## config.mk

```make
export PLATFORM = sky130hd
export DESIGN_NAME = jtcop_gfx_slots
export DESIGN_NICKNAME = d
export VERILOG_FILES = /design/src/rtl/jtcop_gfx_slots.sv
export SDC_FILE = /design/constraint.sdc
export NUM_CORES = 1
export LEC_CHECK = 0
export ABC_AREA = 1
export BUFFER_PORTS_ARGS = -buffer_cell sky130_fd_sc_hd__buf_2
export CAP_MARGIN = 0
export CORE_MARGIN = 2
export CORE_UTILIZATION = 49
export DETAILED_ROUTE_END_ITERATION = 10
export PLACE_DENSITY = 0.77
export SYNTH_ARGS = -nofsm -noshare
export SYNTH_HDL_FRONTEND = slang
export SYNTH_SLANG_ARGS = --single-unit
export TNS_END_PERCENT = 30
```

## constraint.sdc

```tcl
create_clock -name clk -period 4.45 [get_ports clk]
set_input_delay 0 -clock clk [delete_from_list [all_inputs] [get_ports clk]]
set_output_delay 0 -clock clk [all_outputs]
set_load 0.05 [all_outputs]
```

## src/rtl/jtcop_gfx_slots.sv

```systemverilog
// Four-slot graphics ROM responder: caches one 32-bit word per slot and fills misses from one
// SDRAM read port with round-robin arbitration. Define JTCOP_SLOTS_HOLD_EN to keep words valid while cs is low.
`timescale 1ns/1ps
module jtcop_gfx_slots #(
    parameter int          AW   = 17,
    parameter logic [21:0] OFF0 = 22'h0,
    parameter logic [21:0] OFF1 = 22'h0,
    parameter logic [21:0] OFF2 = 22'h0,
    parameter logic [21:0] OFF3 = 22'h0
) (
    input  logic            clk,
    input  logic            rst,
    input  logic [3:0]      slot_cs,
    input  logic [4*AW-1:0] slot_addr,
    output logic [127:0]    slot_dout,
    output logic [3:0]      slot_ok,
    output logic            sdram_req,
    output logic [21:0]     sdram_addr,
    input  logic            sdram_ack,
    input  logic            data_rdy,
    input  logic [31:0]     data_read
);
    typedef enum logic [1:0] {IDLE, WAIT_ACK, WAIT_DATA} state_t;

    state_t        r_state;
    logic [1:0]    r_sel;
    logic [1:0]    r_rr;
    logic [AW-1:0] r_cap_addr;
    logic [AW-1:0] r_tag [4];
    logic [31:0]   r_dout [4];
    logic [3:0]    r_valid;

    logic [3:0]    w_miss;
    logic [3:0]    w_drop;
    logic [1:0]    w_pick;
    logic [AW-1:0] w_pick_addr;
    logic [21:0]   w_off;
    logic [21:0]   w_fetch_addr;

    // ok is a pure compare so it falls in the same cycle the requester moves its address.
    always_comb begin
        for (int i = 0; i < 4; i++) begin
            slot_ok[i]            = slot_cs[i] & r_valid[i] & (slot_addr[i*AW +: AW] == r_tag[i]);
            slot_dout[i*32 +: 32] = r_dout[i];
        end
    end

    assign w_miss = slot_cs & ~slot_ok;

    // Scan from the farthest candidate to the nearest so the slot right after r_rr wins.
    always_comb begin
        w_pick = r_rr + 2'd1;
        for (int k = 4; k >= 1; k--) begin
            if (w_miss[r_rr + 2'(k)]) w_pick = r_rr + 2'(k);
        end
    end

    always_comb begin
        case (w_pick)
            2'd0:    w_off = OFF0;
            2'd1:    w_off = OFF1;
            2'd2:    w_off = OFF2;
            default: w_off = OFF3;
        endcase
    end

    assign w_pick_addr  = slot_addr[int'(w_pick)*AW +: AW];
    assign w_fetch_addr = w_off + 22'({w_pick_addr, 1'b0});

`ifdef JTCOP_SLOTS_HOLD_EN
    assign w_drop = 4'b0000;
`else
    // A slot owning the in-flight transaction keeps its state until the fill lands.
    always_comb begin
        for (int i = 0; i < 4; i++) begin
            w_drop[i] = ~slot_cs[i] & ~((r_state != IDLE) && (r_sel == 2'(i)));
        end
    end
`endif

    always_ff @(posedge clk) begin
        if (rst) begin
            r_state    <= IDLE;
            r_sel      <= 2'd0;
            r_rr       <= 2'd3;
            r_cap_addr <= '0;
            r_valid    <= 4'b0000;
            sdram_req  <= 1'b0;
            sdram_addr <= '0;
            // NOTE: the data array is reset too, because slot_dout must read zero after reset.
            for (int i = 0; i < 4; i++) begin
                r_tag[i]  <= '0;
                r_dout[i] <= '0;
            end
        end else begin
            // NOTE: a fill below overrides this clear for the same bit; the last non-blocking write wins.
            r_valid <= r_valid & ~w_drop;
            case (r_state)
                IDLE: begin
                    if (|w_miss) begin
                        r_sel      <= w_pick;
                        r_cap_addr <= w_pick_addr;
                        sdram_addr <= w_fetch_addr;
                        sdram_req  <= 1'b1;
                        r_state    <= WAIT_ACK;
                    end
                end
                WAIT_ACK: begin
                    if (sdram_ack) begin
                        sdram_req <= 1'b0;
                        r_state   <= WAIT_DATA;
                    end
                end
                WAIT_DATA: begin
                    if (data_rdy) begin
                        r_dout[r_sel]  <= data_read;
                        r_tag[r_sel]   <= r_cap_addr;
                        r_valid[r_sel] <= 1'b1;
                        r_rr           <= r_sel;
                        r_state        <= IDLE;
                    end
                end
                default: r_state <= IDLE;
            endcase
        end
    end
endmodule

```

==> impl_metrics.tcl <==
set metrics [dict create \
    met1_length_mm 12.7 \
    synth-seq-cells 224 \
    drc_errors 0 \
    antenna_found_initial 2 \
    clockBufferDepth 3 \
    preCtsSetupSlack_ns 1.48 \
    drive_gt1_frac 0.220 \
    critical_path.endpoint_type "register" \
    fin_crit_ns 4.12 \
    cp_data_required_time_ns 4.86 \
    final_util 0.637 \
    path_class "reg -> reg" \
    crit_arrival_ns 4.54 \
    fmax_mhz 243 \
    grt_pass1_vias 9310 \
    grt_max_degree 50 \
    core_um2 21800 \
    critPathMaxFanout 35 \
    start_util 0.499 \
    final_common_cell "nand2_1" \
    yosysWarnings 0 \
    cts_setup_buffers 0 \
    wl_per_cell_um 17.7 \
    dp_hpwl_mm 23.3 \
    cts_buffers 23 \
    synthCells 1252 \
    pwr_density_cell_nw_per_um2 376 \
    holdWs_ns 0.0227 \
    ctsResizeCount 0 \
    netlist_area_um2 10900 \
    period_share 0.927 \
    fill_cells 1716 \
    highest_layer "met5" \
    seq_area_um2 6450 \
    ff2ff_setup_slack_ns 0.33 \
    portBuffers 257 \
    vias 9676 \
    peakVddDrop_uv 438 \
    dr.pass1.iters 5 \
    setup_tns_ns 0 \
    layout_common_cells "280 x nand2_1, 257 x buf_2, 241 x nor2_1" \
    synth_cell_types 36 \
    path_clk_slew_ns 0.06 \
    overflow 0 \
    cts_sinks 224 \
    finalClockSkew_ns 0.0132 \
    cap_violations 0 \
    grt_pass1_wl_mm 50.5 \
    relSlewSlack 0.336 \
    outcome "complete, no violations" \
    dieArea_um2 23400 \
    num_rows 54 \
    ant_nets 0 \
    avgViaCountPerCell 5.14 \
    hold_path_class "in -> reg" \
    dr_wl_met3_mm 3.74 \
    p_leak_nw 6.77 \
    finalWirelength_mm 33.2 \
    tritoncts "built" \
    die_h_um 153 \
    syn_to_final_growth_pct 27.7 \
    rsz0062_at_grt "false" \
    yosysSeqAreaShare 0.592 \
    htree_levels 1 \
    pin_count 263 \
    tightest_slew_ns 0.992 \
    final_nets 1696 \
    hold_violations 0 \
    fin_ws_ns 0.327 \
    gp_congestion 0.967 \
    clk_latency_ns 0.52 \
    startpoint_type "register" \
    die_w_um 153 \
    final_max_slew_viol_count 0 \
    drt_iter0_markers 932 \
    root_buffer "clkbuf_16" \
    avgSynthCellArea_um2 8.70 \
    grtUsageTotal 0.276 \
    wl_met2_mm 16.0 \
    setup_viol 0 \
    multi_input_area_um2 3350 \
]
-- per-layer routing --
| layer | GRT usage | up-vias |
|---|---|---|
| li1 | - | 4599 |
| met1 | 0.340 | 4495 |
| met2 | 0.476 | 518 |
| met3 | 0.0800 | 62 |
| met4 | 0.0776 | 2 |
| met5 | 0 | - |
-- area by class of cell --
type,instances,area share
Antenna cell,1,0.000180
Clock inverter,11,0.00450
Clock buffer,28,0.0435
Timing Repair Buffer,350,0.157
Sequential cell,224,0.464
Tap cell,280,0.0252
Inverter,239,0.0645
Multi-Input combinational cell,750,0.241
-- synth_stat cells, drive strengths merged --
library cell,count,share of area
or2,2,0.0011
clkbuf,23,0.0079
o2111ai,3,0.0024
clkinv,3,0.0010
conb,1,0.00034
nand3b,4,0.0028
o21ai,13,0.0070
inv,236,0.081
nor3,5,0.0023
nand4,13,0.0075
nand2,295,0.11
xor2,3,0.0024
nor3b,6,0.0041
nand3,110,0.058
nor4,6,0.0034
a2111oi,3,0.0024
edfxtp,196,0.54
buf,20,0.013
nor2,246,0.086
a21oi,26,0.012
dfxtp,28,0.051
a31oi,2,0.0011
a211oi,1,0.00069
xnor2,7,0.0056
-- kinds of logic (layout without fill, tap and decap cells) --
family,after synthesis,after routing,share of synthesized area
buf+inv,282,628,0.104
flops,224,224,0.592
other cells,1,6,0.000344
simple gates,687,687,0.270
compound gates,48,48,0.0256
xor+xnor,10,10,0.00804
-- critical path, stage by stage, from the launching register on --
cell,delay [ns]
edfxtp_1,0.47
xnor2_1,0.22
nand2_1,0.08
nor2_1,0.20
nand3_2,0.15
nand3_1,0.09
nand2_1,0.07
nand2_1,0.08
nand2_1,0.06
clkinv_1,0.05
nand2_2,0.05
nand2_4,0.07
nand3_4,0.33
nand2_4,0.48
nand2_1,0.10
nand3_1,0.11
dlygate4sd3_1,0.59
nand3_1,0.09
dlygate4sd3_1,0.61
nand2_1,0.07
inv_1,0.04
-- worst paths after layout --
path                 start       endpoint  depth (start not counted)
min          slot_addr[41]  sdram_addr[8]                          7
max reg2reg    r_tag[3][6]  sdram_addr[1]                         20
max            r_tag[3][6]  sdram_addr[1]                         20
min reg2reg      sdram_req      sdram_req                          2
-- through the flow --
stage               total power [mW]  instance area [um2]  instances
floorplan                       3.13                10900       1256
global placement                3.37                12400       1761
detailed placement              3.38                12400       1761
CTS                             5.21                13900       1882
global route                    5.39                13900       1882
finish                          5.22                13900       1883
-- flip-flops by register name (all words and copies together) (netlist names) --
register,cells
r_dout,128
r_tag,68
sdram_addr,17
r_valid,4
r_rr,2
r_sel,2
r_state,2
sdram_req,1
-- where the power goes --
group          switching (mW)  leakage (nW)  total [mW]  internal (mW)
clock                   0.793         0.329        1.76          0.965
combinational           0.732          4.18        1.03          0.300
sequential             0.0536          2.26        2.43           2.38
total                    1.58          6.77        5.22           3.64
-- what timing repair did --
item                                    in CTS  in global routing
hold endpoints to repair                   152                  0
hold buffers                                82                  0
endpoints found under the setup margin       0                  0
No activity file was read; power rests on OpenSTA's default activity.
